[src/rtl/cpu_pkg.sv]
// Shared CPU definitions: opcode/funct encodings, NOP encoding, instruction field layout.
package cpu_pkg;

  localparam logic [1:0] OP_LOAD    = 2'b00;
  localparam logic [1:0] OP_OUT     = 2'b01;
  localparam logic [1:0] OP_SPECIAL = 2'b10;
  localparam logic [1:0] OP_NOP     = 2'b11;

  localparam logic [1:0] FN_ADD = 2'b00;
  localparam logic [1:0] FN_SUB = 2'b01;
  localparam logic [1:0] FN_CMP = 2'b10;
  localparam logic [1:0] FN_JMP = 2'b11;

  // Opcode 11 with all other fields zero: decodes to all-zero control.
  localparam logic [7:0] NOP_INSTR = {OP_NOP, 6'b000000};

  localparam int OPC_HI = 7;
  localparam int OPC_LO = 6;
  localparam int RA_HI  = 5;
  localparam int RA_LO  = 4;
  localparam int RB_HI  = 3;
  localparam int RB_LO  = 2;
  localparam int FN_HI  = 1;
  localparam int FN_LO  = 0;

  // IF/ID pipeline register contents.
  typedef struct packed {
    logic       vld;
    logic [7:0] instr;
    logic [7:0] pc;
  } ifid_t;

endpackage

[src/rtl/fetch_stage.sv]
// Instruction fetch and IF/ID register. Synchronous imem (1-cycle latency); the
// memory holds its output while imem_en is low, so stalls simply freeze everything.
module fetch_stage
  import cpu_pkg::*;
#(
  parameter int               PC_W     = 8,
  parameter int               INSTR_W  = 8,
  parameter logic [PC_W-1:0]  RESET_PC = '0
) (
  input  logic               clk,
  input  logic               reset,
  output logic [PC_W-1:0]    imem_addr,
  output logic               imem_en,
  input  logic [INSTR_W-1:0] imem_rdata,
  input  logic               stall,
  input  logic               jump_valid,
  input  logic [PC_W-1:0]    jump_target,
  output logic               id_valid,
  output logic [INSTR_W-1:0] id_instr,
  output logic [PC_W-1:0]    id_pc,
  output logic [1:0]         id_opcode,
  output logic [1:0]         id_funct,
  output logic [1:0]         id_ra,
  output logic [1:0]         id_rb
);

  localparam logic [INSTR_W-1:0] NOP_W = INSTR_W'(NOP_INSTR);

  logic [PC_W-1:0] fetch_pc;
  logic [PC_W-1:0] pend_pc;
  logic            pend_valid;

  // A read is issued only when the pipe advances; jump and stall both suppress it.
  always_comb begin
    imem_addr = fetch_pc;
    imem_en   = !reset && !stall && !jump_valid;
  end

  // Fetch PC, in-flight read tracking and IF/ID register. Jump beats stall.
  always_ff @(posedge clk) begin
    if (reset) begin
      fetch_pc   <= RESET_PC;
      pend_pc    <= '0;
      pend_valid <= 1'b0;
      id_valid   <= 1'b0;
      id_instr   <= NOP_W;
      id_pc      <= '0;
    end else if (jump_valid) begin
      // In-flight word and current IF/ID content are squashed to bubbles.
      fetch_pc   <= jump_target;
      pend_valid <= 1'b0;
      id_valid   <= 1'b0;
      id_instr   <= NOP_W;
    end else if (!stall) begin
      pend_pc    <= fetch_pc;
      pend_valid <= 1'b1;
      fetch_pc   <= fetch_pc + PC_W'(1);
      id_valid   <= pend_valid;
      id_instr   <= pend_valid ? imem_rdata : NOP_W;
      id_pc      <= pend_pc;
    end
  end

  // Split fields are purely combinational views of the IF/ID instruction.
  always_comb begin
    id_opcode = id_instr[OPC_HI:OPC_LO];
    id_ra     = id_instr[RA_HI:RA_LO];
    id_rb     = id_instr[RB_HI:RB_LO];
    id_funct  = id_instr[FN_HI:FN_LO];
  end

endmodule
[config.mk]
export PLATFORM = sky130hd
export DESIGN_NAME = fetch_stage
export DESIGN_NICKNAME = d
export VERILOG_FILES = /design/src/rtl/cpu_pkg.sv /design/src/rtl/fetch_stage.sv
export SDC_FILE = /design/constraint.sdc
export NUM_CORES = 1
export LEC_CHECK = 0
export CORE_MARGIN = 2
export CORE_UTILIZATION = 39
export DETAILED_ROUTE_END_ITERATION = 12
export GPL_TIMING_DRIVEN = 0
export PLACE_DENSITY = 0.81
export SETUP_SLACK_MARGIN = 0.2
export SYNTH_ARGS = -nofsm -noshare
export SYNTH_HDL_FRONTEND = slang
export SYNTH_SLANG_ARGS = --single-unit
[constraint.sdc]
create_clock -name clk -period 1.5 [get_ports clk]
set_clock_uncertainty 0.15 [all_clocks]
set_input_delay 0.3 -clock clk [delete_from_list [all_inputs] [get_ports clk]]
set_output_delay 0.3 -clock clk [all_outputs]
set_load 0.05 [all_outputs]
After elaboration in Yosys (flattened, before gate mapping). Index checks and enable logic that the tools add are counted.

Bits of input ports: 20. Register bits after elaboration: 34.

Equality and inequality tests: 1. Add/subtract/negate cells: 1. Bitwise gates (word level): 2. Reduce and logical (&&, ||, !) cells: 7. Muxes and demuxes: 3.

Operators with widths (count): 8-bit two-way mux (3); 8-bit by 1-bit adder with 8-bit output, second input constant (1); 1-bit zero test (3); 1-bit logical AND (2); 2-bit by 1-bit inequality test with 1-bit output, second input constant (1); 1-bit inverter (2); 2-bit AND reduction (1); 2-bit OR reduction (1).

Depth between registers and ports, before layout.
Depth after elaboration: 3. Depth in mapped cells: 6. Depth with buffers taken out: 4.

Worst setup path before layout. Ideal clock, no wire load.

Path type: register to register. Start: register fetch_pc[0] (netlist: imem_addr[0]). End: register fetch_pc[6] (netlist: imem_addr[6]). Arrival time: 1.549 ns. Required time: 1.236 ns. Setup slack: -0.313 ns. Path buffers: 0. Library setup time: 0.114 ns. Period minus slack after synthesis: 1.813 ns. Cell stages (with the launch flop): 5. Path through: dfxtp_1 > ha_1 > nor2b_1 > a211oi_1 > a2111oi_0.

Longest elaborated chain between the ends: 3.

RTL lines: start: declaration (RTL line fetch_stage.sv:29) `logic [PC_W-1:0] fetch_pc;`; start signal: assignment (RTL line fetch_stage.sv:50) `fetch_pc <= jump_target;`; start signal: assignment (RTL line fetch_stage.sv:57) `fetch_pc <= fetch_pc + PC_W'(1);`; 8-bit by 1-bit adder with 8-bit output (RTL line fetch_stage.sv:57); 8-bit two-way mux (RTL line fetch_stage.sv:54) `end else if (!stall) begin`; 8-bit two-way mux (RTL line fetch_stage.sv:48) `end else if (jump_valid) begin`.

No other way between the ends. The select of a mux whose other input is x is not followed. A chain may end at the register's enable or synchronous reset.

Worst setup path after layout.
Start: register fetch_pc[0] (netlist: imem_addr[0]). End: register fetch_pc[5] (netlist: imem_addr[5]).

Same word-level chain as after synthesis.

==> results.ini <==
[finish]
antenna-diode-count = 0
layout.nets = 266
finish.instance_area_sq_mm = 0.00249
post_route_cells_drive_above_1_share_pct = 47.6
filler_cell_count = 233
syn_to_final_growth_pct = 75.9
fin_cells = 292

[synthesis]
mean_syn_cell_area_sq_um = 8.37
synth_edf_count = 0
ys_seq_elements = 34
yosys.cell_types.count = 34
share_of_synthesized_area_occupied_by_flip_flops_and_latches_pct = 48.1
yosys_warnings = 0
most_used_standard_cells_in_the_synthesized_netlist = nand2_1, dfxtp_1, a21oi_1, nor2_1, buf_4
post_synth_instance_area_sq_mm = 0.00141
yosysMostFrequentCell = nand2_1
ys.flop_type = dfxtp_1
synth_fp_nets = 190
synth_cells = 169
synthArstFlopShare_pct = 0
yosysTopAreaCellShare_pct = 48.1
ys_top_cells_by_area = dfxtp_1, nand2_1, a21oi_1
area_leader_netlist = dfxtp_1

[global_routing]
grt_pass1_vias = 1299
grt_util_met2_pct = 31.8
antenna_found_initial = 0
groute.usage.overall_pct = 18.9
pin_count_of_the_biggest_net_entering_global_routing = 11
grt_overflow_total = 0
fraction_of_met1_tracks_used_by_global_routing_pct = 23.2
grt.met3_usage_pct = 5.81
grt_pass1_wl_um = 6010
top_usage_layer = met2

[placed_design]
gp_congestion = 0.820
pre_cts_slack_ps = -1050
placed_area_sq_mm = 0.00204
dp.cells = 266
placement.io_buffers = 51
hpwl_um = 2370

[job]
drv.max_cap_violation_count = 0

[floorplanning]
die_height_um = 64.2
fp-row-count = 21
num_io_pins = 54
design.die.area_sq_mm = 0.00412
fp.coreArea_sq_mm = 0.00342
floorplan.die.width_um = 64.2
initial_utilization_pct = 41.4

[drt]
total_routed_wirelength_um = 4340
first_pass_iters = 4
route.detailed.wl_per_inst_um = 14.9
dr_total_vias = 1507
number_of_antenna_violating_nets_in_the_routed_design = 0
post-route-drc-count = 0
drtIter0Drc = 70
via_density_per_instance = 5.16

[power]
cellLeakagePower_nw = 0.985
powerDensity_mw_per_mm2 = 763
fin_total_pwr_mw = 1.90
vdd_ir_drop_max_uv = 551

[critical_path]
cp_slowest_stage_delay_ps = 460
timing_worst_setup_path_type = flop to flop
kind_of_end_point_of_the_critical_path = flop
setup.worst_path.start_class = flop
timing.critical_path.arrival_ps = 1530
critical_path.max_fanout = 6
path_cells = nand2_2, or4_1, a311oi_1
required_ps = 1600
cp_num_buf_inv = 0
critical_path.slowest_cell = or4_1
crit_family = simple AND/OR/NAND/NOR gates

[sta]
finalHoldViolCount = 0
final_min_period_over_clock_period_pct = 95.7
relSlewSlack_pct = 63.6
max_clock_freq_mhz = 697
rsz_0062_raised_after_global_routing = yes
layout_min_cycle_time_ps = 1440
finalSetupViolations = 0
worst_pin_slew_ps = 546
totalNegativeSetupSlack_ps = 0
timing.final.max_slew_violations = 0
setup_ws_ps = 64.4

[clocking]
clk-insertion-delay-late_ps = 340
clk_pin_slew_ps = 100
cts_buffers = 5
htree_levels = 2
tritoncts_clock_tree = yes
cts_buffer_depth = 2
clock_tree.root_cell = clkbuf_4
clkSinkCount = 34

[min_path]
holdCritPathClass = input pin to flop

[run_status]
run_status = finished, final reports clean

layer usage:
metal	share of wire, %	wire length (um)
met5	0	0
met4	3.0	132
met3	5.6	242
met2	51	2230
met1	40	1730
kinds of logic (layout without fill, tap and decap cells):
kind of cell	count (synthesis)	in the layout	share of synthesized area [%]
adders and majority gates	1	1	0.885
and+or+nand+nor	68	68	22.1
buffers and inverters	23	100	8.67
AOI/OAI and AO/OA	38	38	16.9
xor gates and xnor gates	4	4	2.48
muxes	1	1	0.796
DFF	34	34	48.1
registers in the layout, indices dropped and copies added, names as in the netlist:
signal / flops
id_instr: 8
id_pc: 8
id_valid: 1
imem_addr: 8
pend_pc: 8
pend_valid: 1
timing repair:
item / CTS / global route
endpoints found under the setup margin: 62 / 44
hold buffers: 0 / 0
pin swaps: 2 / 5
setup buffers: 12 / 6
cloned: 0 / 0
gates resized for setup: 281 / 32
path summary, 6_finish.rpt:
kind | endpoint | cells after the start | from | slack [ps]
max | imem_addr[5] | 3 | imem_addr[0] | 60
min | imem_addr[2] | 2 | reset | 60
max reg2reg | imem_addr[5] | 3 | imem_addr[0] | 60
min reg2reg | id_pc[3] | 2 | pend_pc[3] | 300
metrics by stage:
stage / util [%] / hold WS, ps
3_3_place_gp: 59.6 / 285
5_1_grt: 72.8 / 39.1
3_5_place_dp: 59.6 / 298
4_1_cts: 68.2 / 75.8
2_1_floorplan: - / 282
6_report: 72.8 / 58.5
layout make-up:
type	instances	area, sq um	share of cell area [%]
timing repair buffer	69	764	30.7
sequential	34	739	29.7
multi-input combinational	112	681	27.4
buffer	18	161	6.49
tap	46	57.6	2.31
clock buffer	7	55.1	2.21
inverter	5	23.8	0.956
clock inverter	1	5.00	0.201
power breakdown:
part | switching [mW] | total, mW | internal [mW]
sequential | 0.0390 | 0.962 | 0.923
clock | 0.313 | 0.540 | 0.227
combinational | 0.206 | 0.396 | 0.190
total | 0.559 | 1.90 | 1.34
cell usage in the layout, fill, tap and decap left out, types with 2 or more instances in the layout:
cell	netlist	final
clkbuf_1	5	3
dfxtp_1	34	9
nand4b_1	2	2
nor2_4	1	2
clkbuf_2	0	2
buf_6	0	18
clkdlybuf4s50_1	0	16
o22ai_1	2	2
dfxtp_2	0	14
dfxtp_4	0	11
nor2_1	13	12
a21oi_1	19	18
inv_4	0	2
inv_1	3	2
a2111oi_2	0	2
a211oi_1	4	4
buf_4	8	24
nand2_2	0	2
buf_8	0	24
nand2_1	41	38
a22oi_1	6	6
clkbuf_4	0	5
xnor2_1	2	2
xor2_1	2	2
(Power assumes the default switching activity.)
==> RTL edit, RTL diff (same settings) <==
Set the parameter `INSTR_W` to 10 (it was 8).
--- a/src/rtl/fetch_stage.sv
+++ b/src/rtl/fetch_stage.sv
@@ -6,3 +6,3 @@
   parameter int               PC_W     = 8,
-  parameter int               INSTR_W  = 8,
+  parameter int               INSTR_W  = 10,
   parameter logic [PC_W-1:0]  RESET_PC = '0
Interface: changed (resized id_instr and imem_rdata); port bits go from 54 to 58. No check against the original RTL was run, so the function may have changed too.
==> RTL edit against the original RTL <==
Clock power rose by 34%. Count of clock-buffer cells in the layout is 1 lower. Core utilization grew 0.076 points. Non-clock buffer count is 7 higher. Largest cell class unchanged. Largest power group unchanged. Synthesized area increased by 6.2%. Routed wire length fell by 1.9%. Cell area increased by 8.1%. Power rose by 14%. Setup slack gained 0.0031 ns. Critical endpoint unchanged. Sequential cell count grew 2.
==> RTL edit: results (changes against the original RTL) <==
Post-Synthesis Net Count 199 (was 190); Detailed Route Iter0 Violations 79 (was 70); register share of total power 47.1% (was 50.7%); post-place setup slack -1.22 ns (was -1.05 ns); Post-synth top cells nand2_1 (41), dfxtp_1 (36), a21oi_1 (19) (was nand2_1 (41), dfxtp_1 (34), a21oi_1 (19)); Reg with most FFs id_instr; initial antenna violation count 0 (unchanged); clk_lat worst skew 0.30 ns (was 0.34 ns); Max FO, Critical Path 4 (was 6); Gates resized, CTS repair 268 (was 281); Leak 1.07 nW (was 0.985 nW); Fillers 265 (was 233); WP data arrival 1.48 ns (was 1.53 ns); sequential fraction of the synthesis area 48.0% (was 48.1%); H-Tree Depth 2 (unchanged); Final GP Congestion 0.765 (was 0.820); Placed Area 0.00222 mm² (was 0.00204 mm²); # nets final 281 (was 266); highest-delay cell along the critical path or4_1 (unchanged); share of post-route cells with drive strength above 1 43.2% (was 47.6%); Worst-Margin Slew 0.459 ns (was 0.546 ns); n_diodes 0 (unchanged); Final Slew Violations 0 (unchanged); ys flop type dfxtp_1 (unchanged); Hold WC Path Type in -> reg (unchanged); Clk pwr share 33.3% (was 28.5%); Worst-path clk slew 0.08 ns (was 0.10 ns); max reg flops 10; number of CTS-inserted buffers 5 (unchanged); dpl hpwl 2610 µm (was 2370 µm); IO buf count 55 (was 51); Pre-antenna DRT Iters 4 (unchanged); Unique masters post-synth 37 (was 34); crit-path max cell delay 0.49 ns (was 0.46 ns); internal power 1.56 mW (was 1.34 mW); first-pass GRT wire length 6530 µm (was 6010 µm); area added between synthesis and finish 79.1% (was 75.9%); net switching power 0.605 mW (was 0.559 mW); GRT Total Usage 19.9% (was 18.9%); CTS Buffer Depth 2 (unchanged); Root Buffer clkbuf_8 (was clkbuf_4); vias 1548 (was 1507); status completed (unchanged); Synth async-reset ratio 0% (unchanged); number of global-route vias before repair 1365 (was 1299); synth top area cells dfxtp_1 (48%), nand2_1 (10%), a21oi_1 (6.3%) (was dfxtp_1 (48%), nand2_1 (11%), a21oi_1 (6.7%)); synth warn 0 (unchanged); Mapped Cells 176 (was 169); DRT Wirelength 4260 µm (was 4340 µm); largest net degree at the start of global routing 12 (was 11); per-cell routed wire length 13.9 µm (was 14.9 µm); peak supply drop 0.000672 V (was 0.000551 V); Setup Buffers After CTS 10 (was 12)
-- RTL edit: final timing paths --
path | startpoint | to | slack (ns) | cells after the start
setup / recovery | imem_addr[4]$_SDFFE_PP0P_ | imem_addr[5]$_SDFFE_PP0P_ | 0.07 | 3
hold / removal | reset | imem_addr[5]$_SDFFE_PP0P_ | 0.09 | 2
setup reg to reg | imem_addr[4]$_SDFFE_PP0P_ | imem_addr[5]$_SDFFE_PP0P_ | 0.07 | 3
hold reg to reg | pend_pc[7]$_SDFFE_PP0P_ | id_pc[7]$_SDFFE_PP0P_ | 0.30 | 2
-- RTL edit: critical path, delay by kind of cell, from the launching register on --
kind            cells  cell delay, ns
compound gates      1            0.24
simple gates        2            0.57
flops               1            0.38
-- RTL edit: cell families (layout without fill, tap and decap cells) --
logic type / after synthesis / in the layout / share of synthesized area (%)
adder cells (fa/ha/maj): 1 / 1 / 0.833
flip-flops: 36 / 36 / 48.0
AO/OA/AOI/OAI: 40 / 40 / 16.9
XOR/XNOR: 4 / 4 / 2.33
AND/OR/NAND/NOR: 70 / 70 / 21.0
multiplexers: 1 / 1 / 0.750
buffers and inverters: 24 / 107 / 10.2
-- RTL edit: area by class of cell --
type | instances | area share, %
repair buffers | 75 | 29.6
multi-input cells | 116 | 26.5
plain buffers | 19 | 8.47
well taps | 48 | 2.23
clock inverters | 2 | 0.372
flip-flops and latches | 36 | 28.4
inverters | 5 | 1.30
clock buffers | 6 | 3.07
-- RTL edit: routing by layer --
layer | vias to the layer above | routed length (µm) | share of wire (%) | GRT usage, %
li1 | 752 | - | - | -
met2 | 70 | 2170 | 51 | 31.1
met5 | - | 0 | 0 | 0
met1 | 715 | 1720 | 40 | 25.3
met4 | 0 | 97 | 2.3 | 10.2
met3 | 11 | 270 | 6.3 | 4.94
